### src/rtl/mac_stream_driver.sv
// Traffic generator and result checker for a three-operand MAC stream engine.
// Issues (A,B,C) triples on three Avalon-ST sources, keeps the expected
// A*B+C values in a small FIFO, and compares returned results in order.
module mac_stream_driver #(
    parameter int unsigned NUM_VECTORS = 16,
    parameter int unsigned EXP_DEPTH   = 4,
    parameter logic [7:0]  SEED        = 8'h10,
    parameter int unsigned TIMEOUT     = 255
) (
    input  logic        csi_clk,
    input  logic        rsi_reset,
    input  logic        start,
    output logic [7:0]  aso_out0_data,
    output logic        aso_out0_valid,
    input  logic        aso_out0_ready,
    output logic [7:0]  aso_out1_data,
    output logic        aso_out1_valid,
    input  logic        aso_out1_ready,
    output logic [7:0]  aso_out2_data,
    output logic        aso_out2_valid,
    input  logic        aso_out2_ready,
    input  logic [15:0] asi_in0_data,
    input  logic        asi_in0_valid,
    output logic        asi_in0_ready,
    output logic        busy,
    output logic        done,
    output logic        pass,
    output logic        timeout,
    output logic [7:0]  err_count
);

    localparam int unsigned PW = (EXP_DEPTH > 1) ? $clog2(EXP_DEPTH) : 1;
    localparam int unsigned CW = PW + 1;

    localparam logic [1:0] S_IDLE  = 2'd0;
    localparam logic [1:0] S_SEND  = 2'd1;
    localparam logic [1:0] S_DRAIN = 2'd2;
    localparam logic [1:0] S_DONE  = 2'd3;

    logic [1:0]    state;
    logic [1:0]    state_nxt;

    logic [7:0]    idx;
    logic          in_flight;
    logic [2:0]    acc;
    logic [2:0]    valid_q;
    logic [7:0]    a_q;
    logic [7:0]    b_q;
    logic [7:0]    c_q;

    logic [15:0]   mem [EXP_DEPTH];
    logic [PW-1:0] wr_ptr;
    logic [PW-1:0] rd_ptr;
    logic [CW-1:0] count;

    logic          ready_q;
    logic          busy_q;
    logic          done_q;
    logic          pass_q;
    logic          timeout_q;
    logic [7:0]    err_q;
    logic [15:0]   wd;

    logic [2:0]    ready_vec;
    logic [2:0]    hs;
    logic          vec_done;
    logic          push;
    logic          pop;
    logic [8:0]    idx_after;
    logic [CW-1:0] count_after;
    logic          more;
    logic          launch;
    logic          mismatch;
    logic          start_run;
    logic [16:0]   wd_inc;
    logic          wd_expire;
    logic          busy_nxt;
    logic          to_done;

    // Expected MAC result for a given vector index; A*B+C never exceeds 16 bits.
    function automatic logic [15:0] exp_result(input logic [7:0] i);
        logic [7:0] a;
        logic [7:0] b;
        logic [7:0] c;
        a = i;
        b = i + SEED;
        c = ~i;
        return (16'(a) * 16'(b)) + 16'(c);
    endfunction

    // Handshake, FIFO and watchdog decode shared by the FSM and datapath.
    always_comb begin
        ready_vec   = {aso_out2_ready, aso_out1_ready, aso_out0_ready};
        hs          = valid_q & ready_vec;
        vec_done    = in_flight && (&(acc | hs));
        push        = vec_done;
        pop         = asi_in0_valid && ready_q;
        idx_after   = {1'b0, idx} + 9'(push);
        count_after = count + CW'(push) - CW'(pop);
        more        = idx_after < 9'(NUM_VECTORS);
        launch      = (state == S_SEND) && (!in_flight || vec_done) && more
                      && (count_after != CW'(EXP_DEPTH));
        mismatch    = pop && (asi_in0_data != mem[rd_ptr]);
        start_run   = start && ((state == S_IDLE) || (state == S_DONE));
        wd_inc      = {1'b0, wd} + 17'd1;
        wd_expire   = (state == S_DRAIN) && (count != '0) && !pop
                      && (wd_inc == 17'(TIMEOUT));
    end

    // State register.
    always_ff @(posedge csi_clk) begin
        if (rsi_reset) begin
            state <= S_IDLE;
        end else begin
            state <= state_nxt;
        end
    end

    // Next-state logic and run-phase decode.
    always_comb begin
        state_nxt = state;
        to_done   = 1'b0;
        case (state)
            S_IDLE, S_DONE: begin
                if (start) begin
                    state_nxt = S_SEND;
                end
            end
            S_SEND: begin
                if (vec_done && !more) begin
                    state_nxt = S_DRAIN;
                end
            end
            S_DRAIN: begin
                if ((count == '0) || wd_expire) begin
                    state_nxt = S_DONE;
                    to_done   = 1'b1;
                end
            end
            default: state_nxt = S_IDLE;
        endcase
        busy_nxt = (state_nxt == S_SEND) || (state_nxt == S_DRAIN);
    end

    // Source ports, FIFO pointers, checker status and watchdog.
    always_ff @(posedge csi_clk) begin
        if (rsi_reset) begin
            idx       <= '0;
            in_flight <= 1'b0;
            acc       <= '0;
            valid_q   <= '0;
            a_q       <= '0;
            b_q       <= '0;
            c_q       <= '0;
            wr_ptr    <= '0;
            rd_ptr    <= '0;
            count     <= '0;
            ready_q   <= 1'b0;
            busy_q    <= 1'b0;
            done_q    <= 1'b0;
            pass_q    <= 1'b0;
            timeout_q <= 1'b0;
            err_q     <= '0;
            wd        <= '0;
        end else if (start_run) begin
            // A new run discards any leftover expectations from an aborted drain.
            idx       <= '0;
            in_flight <= 1'b0;
            acc       <= '0;
            valid_q   <= '0;
            wr_ptr    <= '0;
            rd_ptr    <= '0;
            count     <= '0;
            ready_q   <= 1'b0;
            busy_q    <= 1'b1;
            done_q    <= 1'b0;
            pass_q    <= 1'b0;
            timeout_q <= 1'b0;
            err_q     <= '0;
            wd        <= '0;
        end else begin
            if (launch) begin
                in_flight <= 1'b1;
                valid_q   <= 3'b111;
                acc       <= '0;
                a_q       <= idx_after[7:0];
                b_q       <= idx_after[7:0] + SEED;
                c_q       <= ~idx_after[7:0];
            end else if (vec_done) begin
                in_flight <= 1'b0;
                valid_q   <= '0;
                acc       <= '0;
            end else begin
                acc       <= acc | hs;
                valid_q   <= valid_q & ~hs;
            end

            if (push) begin
                wr_ptr <= wr_ptr + PW'(1);
                idx    <= idx_after[7:0];
            end

            if (pop) begin
                rd_ptr <= rd_ptr + PW'(1);
                if (mismatch && (err_q != 8'hFF)) begin
                    err_q <= err_q + 8'd1;
                end
            end

            count   <= count_after;
            ready_q <= busy_nxt && (count_after != '0);
            busy_q  <= busy_nxt;

            if ((state == S_DRAIN) && !pop) begin
                wd <= wd_inc[15:0];
            end else begin
                wd <= '0;
            end

            if (to_done) begin
                done_q    <= 1'b1;
                timeout_q <= wd_expire;
                pass_q    <= (err_q == 8'd0) && !wd_expire;
            end
        end
    end

    // Expected-result storage; contents are don't-care until pushed.
    always_ff @(posedge csi_clk) begin
        if (push && !rsi_reset) begin
            mem[wr_ptr] <= exp_result(idx);
        end
    end

    assign aso_out0_data  = a_q;
    assign aso_out1_data  = b_q;
    assign aso_out2_data  = c_q;
    assign aso_out0_valid = valid_q[0];
    assign aso_out1_valid = valid_q[1];
    assign aso_out2_valid = valid_q[2];
    assign asi_in0_ready  = ready_q;
    assign busy           = busy_q;
    assign done           = done_q;
    assign pass           = pass_q;
    assign timeout        = timeout_q;
    assign err_count      = err_q;

endmodule

### config.mk
export PLATFORM = sky130hd
export DESIGN_NAME = mac_stream_driver
export DESIGN_NICKNAME = d
export VERILOG_FILES = /design/src/rtl/mac_stream_driver.sv
export SDC_FILE = /design/constraint.sdc
export NUM_CORES = 1
export LEC_CHECK = 0
export CAP_MARGIN = 20
export CORE_ASPECT_RATIO = 1.4
export CORE_MARGIN = 4
export CORE_UTILIZATION = 45
export DETAILED_ROUTE_END_ITERATION = 16
export GPL_TIMING_DRIVEN = 0
export HOLD_SLACK_MARGIN = 0.03
export PLACE_DENSITY = 0.61
export SETUP_SLACK_MARGIN = 0.4
export SLEW_MARGIN = 0
export SYNTH_ARGS = -nofsm -noshare
export SYNTH_HDL_FRONTEND = slang
export SYNTH_SLANG_ARGS = --single-unit
### constraint.sdc
create_clock -name csi_clk -period 6.1 [get_ports csi_clk]
set_clock_uncertainty 0.2 [all_clocks]
set_input_delay 1.22 -clock csi_clk [delete_from_list [all_inputs] [get_ports csi_clk]]
set_output_delay 1.22 -clock csi_clk [all_outputs]
set_load 0.02 [all_outputs]
* Word-level counts from Yosys, hierarchy flattened *
Memories as Yosys holds them, arrays and structs flattened. A register that Yosys moved wholly into a read port is not among the register bits.
Index checks and enable logic that the tools add are counted.

word-level totals
  register bits after elaboration = 77
  RAM bits = 64
  input bits = 23
  output and inout port bits = 40
  logic and storage cells = 101
  memories = 1

memories
  memory  depth  bits a word  rd ports  clocked after Yosys merged registers in  write ports  RTL line  text
  mem     4      16           1         1                                        1            51        logic [15:0] mem [EXP_DEPTH];

cells by class
  add/subtract/negate cells = 10
  multipliers = 1
  $lt $le $gt $ge = 1
  equality and inequality tests = 9
  muxes and demuxes = 15
  bitwise logic cells = 8
  reductions and logical operators = 38

operators by type and width
  kind                   count
  $add 16x1->17 const B  1
  $eq 17x8->1 const B    1
  $add 16x8->16          1
  $add 8x5->8 const B    2
  $logic_and 1x1->1      16
  $mul 8x8->16           1
  $ne 16x16->1           1
  $not 8->8              2
  $mux 2                 5
  $add 8x1->9            1
  $lt 9x5->1 const B     1
  $add 8x1->8 const B    1
  $logic_not 8->1        1
  $ne 8x8->1 const B     1
  $mux 1                 7
  $and 3x3->3            2
  $eq 2x2->1 const B     3
  $mux 3                 2
  $pmux 2 s3             1
  $reduce_bool 3->1      2
  $logic_not 1->1        5
  $add 2x1->2 const B    2
  $eq 2x1->1 const B     2
  $logic_or 1x1->1       4
  14 further kinds       17

* Longest topological paths before layout *
  word-level depth = 13
  gate-level depth with buffers = 19
  gate-level depth less buffers = 19

* Least setup slack after synthesis *
Ideal clock, no wire load.

  path type = reg2reg
  from = register idx[4]
  to = memory mem[0][15], data pin
  library setup time = 0.273 ns
  data arrival time = 4.823 ns
  required time = 5.627 ns
  setup slack = 0.804 ns
  cell stages (with the launch flop) = 16
  buffers on the path = 1
  period minus slack after synthesis = 5.296 ns
  cell sequence = dfxtp_1 clkbuf_1 inv_1 ha_1 nand2b_1 fa_1 fa_1 fa_1 fa_1 inv_1 ha_1 nor2b_1 o41ai_1 o21ai_0 o41a_1 xnor2_1

between the ends
  longest elaborated chain between the ends = 3
  elaborated cells between the ends (all ways) = 4
  those cells by class = add/sub (2); mul (1); bitwise (1)

ends and longest elaborated chain
  item                    RTL line  text
  start, declared         43        logic [7:0] idx;
  start signal, assigned  200       idx <= idx_after[7:0];
  $add 8x5->8             86        b = i + SEED;
  $mul 8x8->16            88        return (16'(a) * 16'(b)) + 16'(c);
  $add 16x8->16 *         88
  end, declared           51

Mark *: on every way between the ends. The rest lies on a longest branch, timed or not.

* Final worst setup path *
  from = register idx[4]
  to = memory mem[1][14], data pin

The elaborated chain is that of the path after synthesis.

==> summary.txt <==
Die
  – Ports: 63
  – Total die area: a little under 0.02 mm^2
  – Cell Rows: 57
  – Initial Util: 45.8%
  – Die Span X: approximately 120 um
  – Die Y: about 170 um
  – Core Area: 0.0173 mm^2

Synth
  – Synth area leader: edfxtp_1
  – Cells after Synth: around 740
  – Synth Cell Area: about 0.008 mm^2
  – Unique masters post-synth: 70
  – Most used DFF post-synth: dfxtp_1
  – FF+latch count, synth: between 100 and 150
  – Top post-synthesis cells by area: edfxtp_1 23%, dfxtp_1 19%, fa_1 10%
  – Synth cell count leaders: 87 x inv_1, 77 x nor2_1, 74 x dfxtp_1, 60 x edfxtp_1, 56 x ha_1
  – Number of synthesized flops with an enable pin: 60
  – Sequential area share after synthesis: approximately two fifths
  – Synthesis Warnings: 0
  – Mean Syn Cell Area: ~11 um^2
  – Most frequent cell after synthesis: inv_1
  – Syn nets: around 860
  – Top cell type's share of synthesized area: between 20% and 30%
  – Async S/R FF share, synth: 0%

Clock tree
  – CTS buffer count: 17
  – H-tree levels: 4
  – TritonCTS clock tree: yes
  – Clock Latency Late Sink: between 0.4 and 0.5 ns
  – Clock transition at the registers of the reported paths: about 0.060 ns
  – Clock sinks: about 130
  – CTS root buf: clkbuf_16
  – Largest buffer count on any clock path: 2
  – Hold_buf cts: 0

GRT
  – Gr usage total: around 17%
  – Pin count of the biggest net entering global routing: 17
  – First-pass GRT wire length: 27,400 um
  – Antenna violations before repair: 0
  – GRT overflow: 0
  – Via count of the first global-routing pass: roughly 5,800

Worst setup path
  – Critical path endpoint category: register
  – Critical path type: register to register
  – Crit path max-delay cell type: fa_1
  – Critical Path Max Stage Delay: around 0.53 ns
  – Crit start category: register
  – Worst path required time: a little over 6 ns
  – CP Data Arrival Time: roughly 5.5 ns
  – Crit-path max FO: 10
  – Crit path cell chain: clkbuf_8 > clkinvlp_4 > ha_4 > nor2_1 > fa_1 > inv_1 > fa_1 > inv_1 > fa_1 > inv_1 > fa_1 > inv_1 > ha_1 > a21boi_0 > o21ai_1 > a21oi_1 > or4_1 > o211ai_1 > buf_4

Power
  – Net Sw Frac: 20.6%
  – NetSw: between 400 and 500 uW
  – Int Pwr: roughly 1800 uW
  – Leak: between 0.003 and 0.004 uW
  – Max IR drop VDD: 173 uV
  – Cell Pwr Density: between 200 and 250 mW/mm^2
  – Final Power: 2230 uW
  – Combinational Power Share: around 5.3%
  – Clock network power share: 52.1%
  – Reg power frac: between 40% and 50%

Min path
  – Hold Path Class: register to register

Placed design
  – Pre-CTS setup slack: -0.507 ns
  – GP Congestion: roughly 0.8
  – Post-DP HPWL: between 10,000 and 15,000 um
  – I/O Buffers: 62

STA
  – Max_slew headroom: between 40% and 50%
  – RSZ-0062 raised after global routing: false
  – Slew Viols, Final: 0
  – Final hold vios: 0
  – Final worst slack: around 0.67 ns
  – Final period util: just under 90%
  – Fmax: roughly 0.18 GHz
  – Tightest Pin Transition: roughly 0.8 ns
  – Min Tclk post-route: roughly 5.4 ns
  – Fin Hold WS: 0.262 ns
  – Final setup violation count: 0

Drt
  – DR DRC count: 0
  – Vias: about 5,400
  – Post-route ant nets: 0
  – Routed wire length: approximately 16,000 um
  – Post-DR wirelength/cell: ~15 um
  – Initial DRC count: around 260
  – DRT Pass-1 Iters: 5
  – Vias per cell: ~5

Layout
  – Syn-to-layout area delta: 21.3%
  – Layout Nets: 940
  – Fill cells: ~1,500
  – Ratio of cells with drive above 1 in the final layout: between 10% and 20%
  – Antenna cells: 0

Run
  – MaxCap Viol Count: 0

Run status
  – Status: finished clean
==> through the flow <==
stage	std cells	util [%]	TNS, ns	instance area [um^2]
global route	1070	55.6	0	9640
global placement	1037	51.1	-1.95	8860
detailed placement	1037	51.1	-2.78	8860
finish	1070	55.6	0	9640
CTS	1070	55.3	0	9590
floorplan	739	-	0	7950
==> cell type report <==
class                           instances  area (um^2)  area share [%]
Clock inverter                         14          246            2.56
Clock buffer                           18          429            4.45
Inverter                               87          330            3.43
Buffer                                 26          173            1.79
Multi-Input combinational cell        492         4250            44.1
Tap cell                              236          295            3.06
Timing Repair Buffer                   63          628            6.52
Sequential cell                       134         3290            34.1
==> power by group through the flow <==
stage               logic [uW]  clock network [uW]  registers (uW)
floorplan                 52.5                   0             979
global placement           115                   0             968
detailed placement         117                   0             969
CTS                        118                1180             950
global route               127                1220             951
finish                     117                1160             949
==> worst paths after layout <==
check / from / cells past startpoint / slack [ns] / to
max: idx[4]$_SDFFE_PP0N_ / 19 / 0.67 / mem[1][14]$_DFFE_PP_
min: aso_out1_data[6]$_SDFFE_PP0P_ / 2 / 0.26 / aso_out1_data[6]$_SDFFE_PP0P_
max reg2reg: idx[4]$_SDFFE_PP0N_ / 19 / 0.67 / mem[1][14]$_DFFE_PP_
min reg2reg: aso_out1_data[6]$_SDFFE_PP0P_ / 2 / 0.26 / aso_out1_data[6]$_SDFFE_PP0P_
==> what timing repair did <==
| item | 4_1_cts | 5_1_grt |
|---|---|---|
| gates cloned | 0 | 0 |
| endpoints found under the setup margin | 24 | 34 |
| gates resized for setup | 11 | 17 |
| buffers inserted | 1 | 0 |
| endpoints found under the hold margin | 0 | 0 |
| pin swaps | 2 | 2 |
==> registers in the layout, summed over array words and instances (netlist names), 3 cells and up, named ones only <==
register and cells:
valid_q 3, idx 8, aso_out1_data 4, wd 16
count 3, err_count 8, mem 60, aso_out0_data 8
aso_out2_data 7, acc 3
==> layer usage <==
layer	GRT usage [%]	part of all wire, %	vias to the layer above	wire length, um
li1	-	-	2658	-
met1	18.6	39	2604	6440
met2	33.2	54	117	8920
met3	3.88	3.8	31	619
met4	7.16	2.4	0	387
met5	0	0	-	0
==> cells in the final DEF, fill, tap and decap left out, types with 10 or more instances in the layout <==
cell type / count
a21oi_1: 31
xnor2_1: 44
edfxtp_1: 60
buf_4: 10
nor3_1: 12
dfxtp_1: 71
clkbuf_16: 17
and2_1: 19
nand3_1: 17
ha_1: 53
nor2b_1: 13
inv_1: 86
nand2b_1: 11
clkdlybuf4s50_1: 62
nor2_1: 76
xor2_1: 10
fa_1: 40
nand2_1: 52
==> critical path, delay by kind of cell (launching register included) <==
family	cells	cell delay [ns]
AO/OA/AOI/OAI	4	0.58
adder cells (fa/ha/maj)	6	2.75
buffers and inverters	7	0.78
flip-flops	1	0.40
AND/OR/NAND/NOR	2	0.56
==> cell families (layout without fill, tap and decap cells) <==
logic type,count (synthesis),in the layout,synth area share [%]
buffers and inverters,113,208,6.06
adders and majority gates,96,96,18.9
AOI/OAI and AO/OA,75,75,6.22
xor gates and xnor gates,56,56,6.27
muxes,19,19,5.24
and+or+nand+nor,246,246,16.0
DFF,134,134,41.3
(Power assumes the default switching activity.)
